`src/rtl/mul_pkg.sv`:
```
// Shared definitions for the multiply issue controller: op encodings,
// controller state type and datapath width.
package mul_pkg;

    localparam int XLEN = 32;

    typedef enum logic [1:0] {
        MUL_OP_MUL    = 2'd0,
        MUL_OP_MULH   = 2'd1,
        MUL_OP_MULHSU = 2'd2,
        MUL_OP_MULHU  = 2'd3
    } mul_op_e;

    typedef enum logic [1:0] {
        ST_IDLE  = 2'd0,
        ST_EXEC  = 2'd1,
        ST_FIXUP = 2'd2,
        ST_RESP  = 2'd3
    } mul_state_e;

    // MULHSU runs the multiplier unsigned and corrects the high word afterwards.
    function automatic logic op_is_signed(input mul_op_e op);
        return (op == MUL_OP_MUL) || (op == MUL_OP_MULH);
    endfunction

endpackage

```
`src/rtl/rr_arb2.sv`:
```
// Two-requester round-robin arbiter. On a tie the port that was not granted
// last wins; rr_last only moves when the caller strobes advance.
module rr_arb2 (
    input  logic       clk,
    input  logic       rst,
    input  logic [1:0] req,
    input  logic       advance,
    output logic [1:0] grant
);

    logic rr_last;

    always_comb begin
        grant = 2'b00;
        case (req)
            2'b01:   grant = 2'b01;
            2'b10:   grant = 2'b10;
            2'b11:   grant = rr_last ? 2'b01 : 2'b10;
            default: grant = 2'b00;
        endcase
    end

    always_ff @(posedge clk) begin
        if (rst) begin
            rr_last <= 1'b1;
        end else if (advance) begin
            rr_last <= grant[1];
        end
    end

endmodule

```
`src/rtl/mul_issue_ctrl.sv`:
```
// Shares one combinational 32x32 multiplier between two requesters, running it
// as a fixed multicycle path from registered operands and returning tagged results.
module mul_issue_ctrl
    import mul_pkg::*;
#(
    parameter int MULT_CYCLES = 2,
    parameter int TAG_W       = 4
) (
    input  logic                       clk,
    input  logic                       rst,
    input  logic [1:0]                 req_valid,
    output logic [1:0]                 req_ready,
    input  logic [1:0][1:0]            req_op,
    input  logic [1:0][XLEN-1:0]       req_a,
    input  logic [1:0][XLEN-1:0]       req_b,
    input  logic [1:0][TAG_W-1:0]      req_tag,
    output logic                       rsp_valid,
    input  logic                       rsp_ready,
    output logic                       rsp_port,
    output logic [TAG_W-1:0]           rsp_tag,
    output logic [XLEN-1:0]            rsp_data,
    output logic [XLEN-1:0]            mul_a,
    output logic [XLEN-1:0]            mul_b,
    output logic                       mul_signed,
    input  logic [XLEN-1:0]            mul_prod_msb,
    input  logic [XLEN-1:0]            mul_prod_lsb,
    output mul_state_e                 dbg_state
);

    localparam int CNT_W = 4;

    // Handshakes: a request transfers on an edge where req_valid[i] and
    // req_ready[i] are both high; the response transfers where rsp_valid and
    // rsp_ready are both high. Valid may not depend on ready.

    mul_state_e        state;
    logic [CNT_W-1:0]  cnt;
    logic [XLEN-1:0]   a_q;
    logic [XLEN-1:0]   b_q;
    mul_op_e           op_q;
    logic [TAG_W-1:0]  tag_q;
    logic              port_q;
    logic              signed_q;
    logic [XLEN-1:0]   result_q;
    logic              rsp_valid_q;

    logic [1:0]        grant;
    logic              gport;
    logic              accept;

    rr_arb2 u_arb (
        .clk     (clk),
        .rst     (rst),
        .req     (req_valid),
        .advance (accept),
        .grant   (grant)
    );

    assign req_ready = (state == ST_IDLE && !rst) ? grant : 2'b00;
    assign accept    = |(req_ready & req_valid);
    assign gport     = grant[1];

    always_ff @(posedge clk) begin
        if (rst) begin
            state       <= ST_IDLE;
            cnt         <= '0;
            a_q         <= '0;
            b_q         <= '0;
            op_q        <= MUL_OP_MUL;
            tag_q       <= '0;
            port_q      <= 1'b0;
            signed_q    <= 1'b0;
            result_q    <= '0;
            rsp_valid_q <= 1'b0;
        end else begin
            case (state)
                ST_IDLE: begin
                    if (accept) begin
                        a_q      <= req_a[gport];
                        b_q      <= req_b[gport];
                        op_q     <= mul_op_e'(req_op[gport]);
                        tag_q    <= req_tag[gport];
                        port_q   <= gport;
                        signed_q <= op_is_signed(mul_op_e'(req_op[gport]));
                        cnt      <= CNT_W'(MULT_CYCLES - 1);
                        state    <= ST_EXEC;
                    end
                end
                ST_EXEC: begin
                    if (cnt == '0) begin
                        result_q <= (op_q == MUL_OP_MUL) ? mul_prod_lsb : mul_prod_msb;
                        if (op_q == MUL_OP_MULHSU) begin
                            state <= ST_FIXUP;
                        end else begin
                            state       <= ST_RESP;
                            rsp_valid_q <= 1'b1;
                        end
                    end else begin
                        cnt <= cnt - 1'b1;
                    end
                end
                ST_FIXUP: begin
                    // Unsigned product over-counts by b*2^32 when a is negative.
                    result_q    <= result_q - (a_q[XLEN-1] ? b_q : '0);
                    state       <= ST_RESP;
                    rsp_valid_q <= 1'b1;
                end
                ST_RESP: begin
                    if (rsp_ready) begin
                        rsp_valid_q <= 1'b0;
                        state       <= ST_IDLE;
                    end
                end
                default: state <= ST_IDLE;
            endcase
        end
    end

    assign rsp_valid  = rsp_valid_q;
    assign rsp_port   = port_q;
    assign rsp_tag    = tag_q;
    assign rsp_data   = result_q;
    assign mul_a      = a_q;
    assign mul_b      = b_q;
    assign mul_signed = signed_q;
    assign dbg_state  = state;

endmodule

```
`config.mk`:
```
export PLATFORM = sky130hd
export DESIGN_NAME = mul_issue_ctrl
export DESIGN_NICKNAME = d
export VERILOG_FILES = /design/src/rtl/mul_pkg.sv /design/src/rtl/rr_arb2.sv /design/src/rtl/mul_issue_ctrl.sv
export SDC_FILE = /design/constraint.sdc
export NUM_CORES = 1
export LEC_CHECK = 0
export CAP_MARGIN = 15
export CELL_PAD_IN_SITES_DETAIL_PLACEMENT = 2
export CELL_PAD_IN_SITES_GLOBAL_PLACEMENT = 2
export CORE_MARGIN = 4
export CORE_UTILIZATION = 21
export DETAILED_ROUTE_END_ITERATION = 16
export PLACE_DENSITY = 0.86
export SLEW_MARGIN = 5
export SYNTH_ARGS = -nofsm -noshare
export SYNTH_HDL_FRONTEND = slang
export SYNTH_SLANG_ARGS = --single-unit
```
`constraint.sdc`:
```
create_clock -name clk -period 2.5 [get_ports clk]
set_input_delay 0.25 -clock clk [delete_from_list [all_inputs] [get_ports clk]]
set_output_delay 0.25 -clock clk [all_outputs]
set_load 0.01 [all_outputs]
```
==> results.json, run 1 <==
{
  "ys_warn_count": 0,
  "initial_core_util_pct": 21.55,
  "finalMaxSlewViolations": 0,
  "rr_endpoint": "rsp_data[25]$_SDFFE_PP0P_",
  "met3_length_um": 2384,
  "die_area_sq_um": 36740,
  "crit_fanout": 10,
  "gp_congestion": 0.8630,
  "fin_skew_ps": 17.99,
  "fmax_mhz": 363.1,
  "synth_nets": 1137,
  "drv_cap": 0,
  "final_layout_size_suffix_gt1_share_pct": 22.00,
  "pwr-share-comb_pct": 78.9,
  "synth_top_cells_by_count": "115 x a21oi_1, 112 x dfxtp_1, 76 x nand2b_1",
  "yosysTopAreaCell": "dfxtp_1",
  "synth_cell_types": 69,
  "finalSetupViolations": 21,
  "vias": 8750,
  "hp-class": "in2reg",
  "die_y_um": 191.7,
  "reg2reg_from": "mul_a[31]$_SDFFE_PP0P_",
  "drt_iter0_drc": 383,
  "wl_um": 42290,
  "required_ps": 2760,
  "fin_nets": 1527,
  "met1_length_um": 16190,
  "critPathLaunchType": "flop",
  "power_mw": 24.45,
  "status": "finished, violations left",
  "hold_viol": 0,
  "viasPerCell": 5.075,
  "p_leak_nw": 4.890,
  "yosysMostFrequentCell": "a21oi_1",
  "grt-ovfl-total": 0,
  "synth_cells": 887,
  "switchingPower_mw": 12.35,
  "route.met2.wl_um": 21930,
  "clk_pin_slew_ps": 90,
  "place_area_sq_um": 11470,
  "setup.worst_path.class": "reg2reg",
  "synth.ff_latch_count": 112,
  "hp-start": "rst",
  "hold-path-endpoint": "mul_signed$_SDFFE_PP0P_",
  "highest_layer": "met4",
  "numCtsBuffers": 9,
  "clkSinkCount": 112,
  "fin_area_sq_um": 12670,
  "tritoncts": "built",
  "ys_seq_area_share_pct": 31.65,
  "placement_rows": 66,
  "cts_buffer_depth": 2,
  "synth_top_area_share_pct": 31.65,
  "syn_to_final_growth_pct": 78.88,
  "grt_max_degree": 77,
  "antenna_left": 0,
  "avgRoutedWirePerCell_um": 24.53,
  "first_global_vias": 9766,
  "worstSetupEndpointType": "flop",
  "synth.cell_area_sq_um": 7084,
  "reg2reg_depth": 10,
  "crit_arrival_ps": 3010,
  "core-area_sq_um": 32870,
  "min_path_cells": 3,
  "portBuffers": 315,
  "synth_flop_cell": "dfxtp_1",
  "worst_pin_slew_ps": 737.6,
  "rsz0062_at_grt": "yes",
  "synth_edf_count": 0,
  "die_w_um": 191.7,
  "clkPwrFrac_pct": 6.6,
  "htreeDepth": 3,
  "p_sw_share_pct": 50.52,
  "grt_pass1_wl_um": 59010,
  "clk_latency_ps": 380,
  "relSlewSlack_pct": 49.55,
  "timing.hold.ws_ps": 440.4,
  "root_buffer": "clkbuf_16",
  "power_frac_seq_pct": 14.5,
  "fin_crit_sh_pct": 110.2,
  "ys_async_sr_fraction_pct": 0,
  "avgSynthCellArea_sq_um": 7.987,
  "num_antenna_cells": 0,
  "io_pins": 316,
  "post-dp-hpwl_um": 30050,
  "p_int_mw": 12.10,
  "regToRegSetupSlack_ps": -250,
  "drc": 0,
  "period_needed_ps": 2754,
  "layout_setup_ws_ps": -254.2,
  "synthTopCellsByArea": "dfxtp_1 32%, a21oi_1 8.1%, ha_1 7.1%",
  "p_per_area_nw_per_um2": 1930,
  "dr.pass1.iters": 5,
  "violations": "setup timing",
  "antenna_found_initial": 0,
  "peakVddDrop_v": 0.0007231,
  "track_usage_pct": 20.83
}
## metrics by stage
step	util, %	TNS, ps	worst slack (ps)	cells
after floorplan	-	-8.473	-6.819	887
after global placement	34.89	-891.5	-171.2	1692
after detailed placement	34.89	-4333	-427.6	1692
after CTS	37.51	-977.9	-136.4	1719
after global routing	38.56	-5140	-379.7	1724
final	38.56	-3297	-254.2	1724
## timing repair
item	CTS	global route
pin swaps	40	18
hold buffers	0	0
gates resized for setup	91	58
endpoints found under the setup margin	25	25
buffers inserted	12	5
## sequential cells by signal, summed over array words and instances, names as in the netlist
register and cells:
cnt 4, dbg_state 2, mul_a 32, rsp_port 1, rsp_data 32, op_q 2, mul_signed 1, rsp_valid 1
mul_b 32, u_arb.rr_last 1, rsp_tag 4
## layout by cell type, fill, tap and decap left out, drive strengths merged, types with 14 or more instances in the layout
| cell | instances |
|---|---|
| xor2 | 15 |
| a211oi | 24 |
| nor2 | 55 |
| o22ai | 72 |
| buf | 133 |
| clkdlybuf4s50 | 312 |
| xnor2 | 14 |
| a2111oi | 24 |
| a21o | 23 |
| nor3 | 21 |
| inv | 22 |
| nor2b | 25 |
| o21ai | 25 |
| nand2b | 76 |
| a21oi | 120 |
| a31oi | 14 |
| ha | 40 |
| dfxtp | 112 |
| nand2 | 68 |
## per-layer routing
layer / global-route usage (%) / vias to the layer above
met5: 0 / -
met4: 6.878 / 0
met3: 4.835 / 92
met2: 38.92 / 308
met1: 23.12 / 4331
li1: - / 4019
## power groups by stage
stage	Clock (mW)	Sequential (mW)	Combinational [mW]
2_1_floorplan	0	3.57	7.56
3_3_place_gp	0	3.43	14.1
3_5_place_dp	0	3.48	14.8
4_1_cts	1.65	3.52	16.5
5_1_grt	1.73	3.66	20.3
6_report	1.61	3.55	19.3
## logic make-up (layout without fill, tap and decap cells)
| family | after synthesis | after routing | synth area share (%) |
|---|---|---|---|
| AND/OR/NAND/NOR | 279 | 279 | 20.21 |
| buffers and inverters | 85 | 480 | 5.369 |
| multiplexers | 11 | 11 | 1.590 |
| XOR/XNOR | 29 | 29 | 3.585 |
| adder cells (fa/ha/maj) | 41 | 41 | 7.347 |
| flip-flops | 112 | 112 | 31.65 |
| AO/OA/AOI/OAI | 330 | 330 | 30.25 |
## area by class of cell
class                           count  area [sq um]
Fill cell                        3655         20190
Clock inverter                      7         93.84
Clock buffer                        9         225.2
Inverter                           17         63.81
Timing Repair Buffer              447          4258
Sequential cell                   112          2247
Tap cell                          442         553.0
Multi-Input combinational cell    690          5231
## worst max path at each step
stage	end	slack, ps	from
floorplan	rsp_data[28]$_SDFFE_PP0P_	-7	mul_a[31]$_SDFFE_PP0P_
global placement	rsp_data[26]$_SDFFE_PP0P_	-170	mul_a[31]$_SDFFE_PP0P_
detailed placement	rsp_data[12]$_SDFFE_PP0P_	-430	mul_a[31]$_SDFFE_PP0P_
CTS	rsp_data[14]$_SDFFE_PP0P_	-140	mul_a[31]$_SDFFE_PP0P_
global route	rsp_data[22]$_SDFFE_PP0P_	-380	mul_a[31]$_SDFFE_PP0P_
finish	rsp_data[25]$_SDFFE_PP0P_	-250	mul_a[31]$_SDFFE_PP0P_
## critical path, cell delays in order, from the launching register on
cell,delay [ps]
dfxtp_4,400
buf_12,140
nand2_1,140
ha_2,500
nand2_1,120
nor2_1,200
a211oi_2,100
o211ai_1,460
a21oi_4,90
xor2_1,190
a2111oi_1,310
No activity file was read; power rests on OpenSTA's default activity.
==> run 2, diff against run 1 <==
- GPL_TIMING_DRIVEN: unset -> 0
==> run 2 against run 1 <==
  * Combinational power shrank 8%
  * Largest cell class unchanged
  * Non-clock buffer count shrank 28
  * Die area is the same
  * First-iteration DRC count grew 2.3%
  * The run still ends with setup timing left
  * Global-route usage is essentially flat
  * Sequential share of layout area grew 0.70 points
  * Via count shrank 0.99%
  * Clock skew shrank 5.6 ps
  * Worst hold slack gained 36 ps
  * Cell count shrank 1.7%
  * Critical path depth grew 3
==> results.json, run 2 (synthesis results as in run 1) <==
{
  "status": "finished, violations left",
  "violations": "setup timing",
  "cts_buffer_depth": 2,
  "grt_pass1_wl_um": 58100,
  "clk_latency_ps": 370,
  "final_layout_size_suffix_gt1_share_pct": 15.89,
  "portBuffers": 314,
  "die_y_um": 191.7,
  "clk_pin_slew_ps": 90,
  "placement_rows": 66,
  "hp-class": "reg2reg",
  "cp-endpoint": "rsp_data[14]$_SDFFE_PP0P_",
  "crit_arrival_ps": 3200,
  "final_common_cell": "clkdlybuf4s50_1",
  "reg2reg_from": "mul_a[31]$_SDFFE_PP0P_",
  "regToRegSetupSlack_ps": -440,
  "dp_cells": 1643,
  "post-dp-hpwl_um": 30900,
  "peakVddDrop_v": 0.0006089,
  "fin_util_pct": 37.12,
  "stdcell_count": 1695,
  "track_usage_pct": 20.83,
  "seq_area_sq_um": 2248,
  "fillers": 3693,
  "fin_skew_ps": 12.38,
  "die_area_sq_um": 36740,
  "root_buffer": "clkbuf_16",
  "required_ps": 2760,
  "vias": 8663,
  "drv_cap": 0,
  "worstSetupEndpointType": "flop",
  "avgRoutedWirePerCell_um": 24.95,
  "period_needed_ps": 2939,
  "antenna_found_initial": 2,
  "tritoncts": "built",
  "gp_congestion": 0.9215,
  "fin_crit_sh_pct": 117.6,
  "syn_to_final_growth_pct": 72.20,
  "worst_pin_slew_ps": 1057,
  "antenna_left": 0,
  "layout_setup_ws_ps": -439.0,
  "numCtsBuffers": 9,
  "tns_ps": -6488,
  "timing.hold.ws_ps": 476.4,
  "critPathLaunchType": "flop",
  "hold_buffers": 0,
  "drc": 0,
  "rr_endpoint": "rsp_data[14]$_SDFFE_PP0P_",
  "final_cell_mix": "312 x clkdlybuf4s50_1, 109 x dfxtp_1, 99 x a21oi_1",
  "setup.worst_path.class": "reg2reg",
  "htreeDepth": 3,
  "crit_fanout": 9,
  "viasPerCell": 5.111,
  "fmax_mhz": 340.3,
  "reg2reg_depth": 13,
  "dr.pass1.iters": 4,
  "clkSinkCount": 112,
  "initial_core_util_pct": 21.55,
  "multi_input_area_sq_um": 5215,
  "pre_cts_slack_ps": -828.9,
  "wl_um": 42300,
  "rsz0062_at_grt": "yes",
  "finalMaxSlewViolations": 0,
  "hold_viol": 0,
  "p_per_area_nw_per_um2": 1877,
  "relSlewSlack_pct": 29.36,
  "first_global_vias": 9449,
  "p_leak_nw": 4.592,
  "die_w_um": 191.7,
  "io_pins": 316,
  "core-area_sq_um": 32870,
  "cp-startpoint": "mul_a[31]$_SDFFE_PP0P_",
  "drt_iter0_drc": 392,
  "finalSetupViolations": 24,
  "grt_max_degree": 17,
  "grt-ovfl-total": 0,
  "fin_nets": 1499
}
[run 2: final cells by class]
type / count / area share, %
clock buffer: 11 / 1.908
multi-input combinational: 690 / 42.75
tap: 442 / 4.533
timing repair buffer: 357 / 28.55
antenna: 1 / 0.02051
sequential: 112 / 18.43
buffer: 62 / 2.923
inverter: 17 / 0.5231
clock inverter: 3 / 0.3590
[run 2: stage by stage]
stage / power (mW) / cell area [sq um]
after global placement: 15.75 / 10800
after CTS: 20.03 / 11700
final: 22.90 / 12200
after global routing: 24.15 / 12200
after floorplan: 11.14 / 7106
after detailed placement: 16.26 / 10800
[run 2: worst min path at each step]
stage                             from                       to  slack [ps]  depth (start not counted)
6_report       rsp_tag[2]$_SDFFE_PP0P_  rsp_tag[2]$_SDFFE_PP0P_         480                          2
5_1_grt                      req_a[56]   mul_a[24]$_SDFFE_PP0P_         500                          3
4_1_cts                      req_a[56]   mul_a[24]$_SDFFE_PP0P_         480                          3
3_5_place_dp    mul_a[29]$_SDFFE_PP0P_   mul_a[29]$_SDFFE_PP0P_         470                          2
3_3_place_gp    mul_a[20]$_SDFFE_PP0P_   mul_a[20]$_SDFFE_PP0P_         460                          2
2_1_floorplan                req_a[63]   mul_a[31]$_SDFFE_PP0P_         420                          2
[run 2: report_power, final]
group          internal [mW]  switching (mW)
Clock                  0.774           0.747
Sequential              2.64           0.907
Combinational           7.90            9.93
Total                   11.3            11.6
[run 2: layer usage]
layer	part of all wire, %	vias to the layer above	routed length (um)	track usage (%)
li1	-	3971	-	-
met1	39	4324	16440	23.24
met2	52	303	21880	38.46
met3	6.0	65	2553	5.344
met4	3.3	0	1413	6.740
met5	0	-	0	0
[run 2: critical path: stages, from the launching register on]
cell and delay, ps:
dfxtp_4 410, buf_8 150, nand2_2 90, inv_1 90
fa_2 390, and2b_2 270, o2111ai_4 150, a21oi_4 280
nor2_4 80, a31oi_4 210, buf_4 160, xnor2_1 60
and2_1 170, o41ai_2 320
[run 2: timing repair]
action	in CTS	in global routing
setup endpoints to repair	104	33
setup buffers	21	21
cloned	1	0
gates resized for setup	105	67
hold endpoints to repair	0	0
pin swaps	41	35
==> edit 1: new RTL, config.mk and constraints of run 1 <==
The localparam `CNT_W` goes from 4 to 3.
--- a/src/rtl/mul_issue_ctrl.sv
+++ b/src/rtl/mul_issue_ctrl.sv
@@ -29,3 +29,3 @@
 
-    localparam int CNT_W = 4;
+    localparam int CNT_W = 3;
 
Behaviour: no difference found for any inputs over 4 cycles, from zero or initial values and one cycle with rst high; that may be too few to reach the edited logic, so the function may still have changed.
==> edit 1 against run 1 <==
The run still ends with negative setup slack left; non-clock buffer count up 18; synthesized area is 4.5% lower; design area decreased by 3.9%; total power shrank 19%; critical path depth is 2 higher; maximum frequency is 7.8% lower; sequential cell count is 1 lower; worst setup slack got worse by 0.23 ns; routed wire length fell by 7.3%; critical path type unchanged; critical endpoint is now rsp_data[31]$_SDFFE_PP0P_.
==> edit 1: results (changes against run 1) <==
run status complete, but fails checks (unchanged); failing checks negative setup slack (unchanged); Post-Synth Adder-Cell Area 7.876% (was 7.347%); CTS Buffer Depth 2 (unchanged); met2 wire len 20640 um (was 21930 um); area post-placement 0.01142 mm2 (was 0.01147 mm2); DR WL met3 2382 um (was 2384 um); vias per cell 5.103 (was 5.075); sequential area share after synthesis 32.83% (was 31.65%); layout cells sized above 1 19.77% (was 22.00%); dpl ws -0.5400 ns (was -0.4276 ns); met2 usage 40.10% (was 38.92%); Syn Nets 1146 (was 1137); initial antenna violation count 1 (was 0); PortBufs 315 (unchanged); first-pass GRT wire length 58400 um (was 59010 um); capturing point of the worst reg2reg path rsp_data[31]$_SDFFE_PP0P_ (was rsp_data[25]$_SDFFE_PP0P_); Reg clk slew, reported paths 0.08 ns; final layout net count 1556 (was 1527); met1 Track Usage GR 22.65% (was 23.12%); Leak 4.823 nW (was 4.890 nW); syn avg cell area 7.562 um2 (was 7.987 um2); worst skew pair latency 0.37 ns; XOR/XNOR Fraction of Synth Area 2.847% (was 3.585%); largest net degree at the start of global routing 72 (was 77); routed len/inst 22.89 um (was 24.53 um); CP Data Arrival Time 3.30 ns (was 3.01 ns); worst-path maximum fanout 9 (was 10); Finish-stage setup viols 25 (was 21); clk pwr 1.59 mW; slowest stage cell, crit path a2111o_1 (was ha_2); GPL Wtd Cong 0.8430 (was 0.8630); DRT Pass-1 Iters 4 (was 5); multiplexer share of the synthesized area 2.459% (was 1.590%); Post-synth ARST share 0% (unchanged); final worst slack -0.4874 ns (was -0.2542 ns); Worst path max stage delay 0.47 ns (was 0.50 ns); VDD IR max 0.0004810 V (was 0.0007231 V); All-Layer GR Usage 21.05% (was 20.83%); final cell count without fillers 1713 (was 1724); Routed met1 length 14990 um (was 16190 um); comb pwr 14.9 mW (was 19.3 mW); Iteration-0 DRC Markers 273 (was 383); vias in the first global route 9943 (was 9766); CTS H-tree lvls 3 (unchanged); dpl hpwl 29470 um (was 30050 um); Synth Area in Compound Gates 31.50% (was 30.25%); Setup Skew 0.01055 ns (was 0.01799 ns); Worst slew margin 62.07% (was 49.55%); cells on worst reg2reg path 12 (was 10); Synth cell types 64 (was 69); ranking of synthesized cells by area dfxtp_1 33%, a21oi_1 9.1%, ha_1 7.6%, o22ai_1 7.3%, nor2_1 6.3% (was dfxtp_1 32%, a21oi_1 8.1%, ha_1 7.1%, nand2b_1 6.7%, o22ai_1 6.4%); warnings from Yosys 0 (unchanged); switching pwr 9.219 mW (was 12.35 mW); most frequent cells after synthesis 123 x a21oi_1, 114 x nor2_1, 111 x dfxtp_1, 82 x nand2_1, 79 x o22ai_1 (was 115 x a21oi_1, 112 x dfxtp_1, 76 x nand2b_1, 72 x o22ai_1, 67 x nand2_1); GR Layer Usage met3 4.952% (was 4.835%)
==> edit 1: cell count changes after synthesis, moves of 8 or more <==
cell	change
nand2b_1	-72
nor2_1	+61
o21ai_0	+23
clkbuf_1	+20
a2111oi_0	-17
nor2b_1	-16
nand2_1	+15
a21o_1	-12
nand3_1	+10
buf_2	-9
a21oi_1	+8
a31oi_1	-8
==> edit 1: worst min-delay path by stage <==
stage | to | cells after the start | slack [ns] | from
2_1_floorplan | mul_a[31]$_SDFFE_PP0P_ | 2 | 0.39 | req_a[63]
3_3_place_gp | cnt[0]$_SDFFE_PP0P_ | 1 | 0.46 | cnt[0]$_SDFFE_PP0P_
3_5_place_dp | cnt[2]$_SDFFE_PP0P_ | 1 | 0.49 | cnt[2]$_SDFFE_PP0P_
4_1_cts | mul_signed$_SDFFE_PP0P_ | 2 | 0.13 | rst
5_1_grt | mul_signed$_SDFFE_PP0P_ | 2 | 0.16 | rst
6_report | mul_signed$_SDFFE_PP0P_ | 2 | 0.16 | rst
==> edit 1: metrics by stage <==
stage / utilization (%) / setup TNS (ns) / total power, mW / hold WS [ns]
global route: 38.49 / -9.158 / 21.05 / 0.1638
detailed placement: 36.11 / -7.476 / 16.17 / 0.4866
global placement: 36.11 / -3.939 / 15.42 / 0.4608
finish: 38.49 / -6.578 / 19.74 / 0.1618
floorplan: - / -1.296 / 9.794 / 0.3929
CTS: 38.02 / -4.652 / 18.92 / 0.1328
==> edit 1: layout make-up <==
type,count,area [um2]
clock buffer,10,239.0
clock inverter,6,68.82
tap,402,503.0
antenna,1,2.502
sequential,111,2227
timing repair buffer,465,4342
fill,3523,19460
multi-input combinational,696,4713
inverter,22,82.58
==> edit 1: repair_timing <==
item,CTS,global route
setup buffers,6,5
hold buffers,0,0
gates resized for setup,59,28
pin swaps,44,12
endpoints found under the setup margin,26,28
==> edit 2: new RTL, flow settings as in run 1 <==
Without the edit above. Register the output `dbg_state` once more, without a reset; this adds one clock of latency there. The other outputs are not delayed to match.
--- a/src/rtl/mul_issue_ctrl.sv
+++ b/src/rtl/mul_issue_ctrl.sv
@@ -125,3 +125,5 @@
     assign mul_signed = signed_q;
-    assign dbg_state  = state;
+    always_ff @(posedge clk) begin
+        dbg_state <= state;
+    end
 
Behaviour: not the same (a bounded check fails within 4 cycles, from zero or initial values and one cycle with rst high).
==> edit 2 against run 1 <==
The run still ends with negative setup slack left; design area fell by 2.0%; critical endpoint is now rsp_data[27]$_SDFFE_PP0P_; routed wire length rose by 2.2%; count of clock-buffer cells in the layout rose by 8; worst setup slack got worse by 0.24 ns; sequential cell count rose by 2; synthesized area fell by 4.5%; total power fell by 12%; largest cell class unchanged; non-clock buffer count fell by 12.
==> edit 2: results (changes against run 1) <==
Worst path max stage delay 0.37 ns (was 0.50 ns); most frequent cells after synthesis 131 x nand2_1, 124 x a21oi_1, 114 x dfxtp_1, 70 x o22ai_1, 57 x clkbuf_1 (was 115 x a21oi_1, 112 x dfxtp_1, 76 x nand2b_1, 72 x o22ai_1, 67 x nand2_1); final worst slack -0.4959 ns (was -0.2542 ns); layout cells sized above 1 21.04% (was 22.00%); Setup Skew 0.01312 ns (was 0.01799 ns); Finish-stage setup viols 23 (was 21); vias in the first global route 9570 (was 9766); cells on worst reg2reg path 12 (was 10); hold_ws 0.4088 ns (was 0.4404 ns); Routed WL 43200 um (was 42290 um); VDD IR max 0.0005311 V (was 0.0007231 V); vias per cell 5.302 (was 5.075); run status complete, but fails checks (unchanged); Synth cell types 62 (was 69); first-pass GRT wire length 58780 um (was 59010 um); largest net degree at the start of global routing 70 (was 77); Inserted Clock Buffers 17 (was 9); CTS H-tree lvls 4 (was 3); Hold Crit Depth 0 (was 3); DRT Pass-1 Iters 7 (was 5); CP Data Arrival Time 3.31 ns (was 3.01 ns); failing checks negative setup slack (unchanged); Reg clk slew, reported paths 0.07 ns (was 0.09 ns); ranking of synthesized cells by area dfxtp_1 34%, a21oi_1 9.2%, ha_1 7.4%, nand2_1 7.3%, o22ai_1 6.5% (was dfxtp_1 32%, a21oi_1 8.1%, ha_1 7.1%, nand2b_1 6.7%, o22ai_1 6.4%); Iteration-0 DRC Markers 359 (was 383); worst-path maximum fanout 13 (was 10); syn avg cell area 7.812 um2 (was 7.987 um2); GPL Wtd Cong 0.8722 (was 0.8630); Leak 4.701 nW (was 4.890 nW); area post-placement 0.01110 mm2 (was 0.01147 mm2)
==> edit 2: cell count changes after synthesis, moves of 7 or more <==
cell             run 1  this run
a21o_1              23        14
a21oi_1            115       124
a31oi_1             13         6
clkbuf_1            43        57
nand2_1             67       131
nand2b_1            76         7
nor2_1              53        41
nor3_1              21         7
==> edit 2: metal layers <==
metal  up-vias  share of wire (%)  wire length [um]  track usage [%]
met4         2                4.0              1726            8.018
met5         -              0.023                10                0
met2       380                 51             21830            38.82
met1      4383                 39             16930            24.18
met3        99                6.2              2699            5.319
li1       3974                  -                 -                -
==> edit 2: layout make-up <==
cell class,count,area (um2)
diodes,1,2.502
clock buffers,17,425.4
clock inverters,14,157.7
fillers,3437,19220
inverters,17,63.81
multi-input cells,667,4841
flip-flops and latches,114,2286
well taps,402,503.0
repair buffers,435,4140
==> edit 2: what timing repair did <==
action                                  4_1_cts  5_1_grt
endpoints found under the setup margin       23       25
cloned                                        1        0
resized for setup                            65       60
setup buffers                                10        6
pin swaps                                    25       17
==> edit 2: worst reg2reg max path: cells and delay by family, from the launching register on <==
kind / cells / cell delay (ns)
buffers and inverters: 2 / 0.34
DFF: 1 / 0.37
AOI/OAI and AO/OA: 6 / 1.28
and+or+nand+nor: 2 / 0.45
xor gates and xnor gates: 1 / 0.14
adders and majority gates: 1 / 0.32
==> edit 2: path summary, 6_finish.rpt <==
| kind | end | startpoint |
|---|---|---|
| min | dbg_state[0]$_DFF_P_ | state[0]$_SDFFE_PP0P_ |
| min reg2reg | dbg_state[0]$_DFF_P_ | state[0]$_SDFFE_PP0P_ |
| max reg2reg | rsp_data[27]$_SDFFE_PP0P_ | mul_a[31]$_SDFFE_PP0P_ |
| max | rsp_data[27]$_SDFFE_PP0P_ | mul_a[31]$_SDFFE_PP0P_ |
==> edit 2: cell families (layout without fill, tap and decap cells) <==
logic type	after synthesis	count (layout)	synth area share, %
AO/OA/AOI/OAI	335	335	31.57
XOR/XNOR	26	26	3.366
adder cells (fa/ha/maj)	41	41	7.694
buffers and inverters	85	483	4.901
flip-flops	114	114	33.73
multiplexers	8	8	1.221
other	0	1	0
AND/OR/NAND/NOR	257	257	17.51
==> edit 2: report_power, final <==
group          internal [mW]  switching [mW]  leakage [nW]
combinational           7.04            8.61          3.49
sequential              2.62           0.770         0.949
clock                   1.48            1.05         0.265
==> edit 2: per-stage QoR <==
step           utilization [%]  power [mW]  setup slack [ns]
2_1_floorplan                -       9.632          -0.09224
3_3_place_gp             35.09       14.80           -0.1569
3_5_place_dp             35.09       15.36           -0.3497
4_1_cts                  38.20       19.40           -0.1795
5_1_grt                  39.25       22.62           -0.5749
6_report                 39.26       21.56           -0.4959
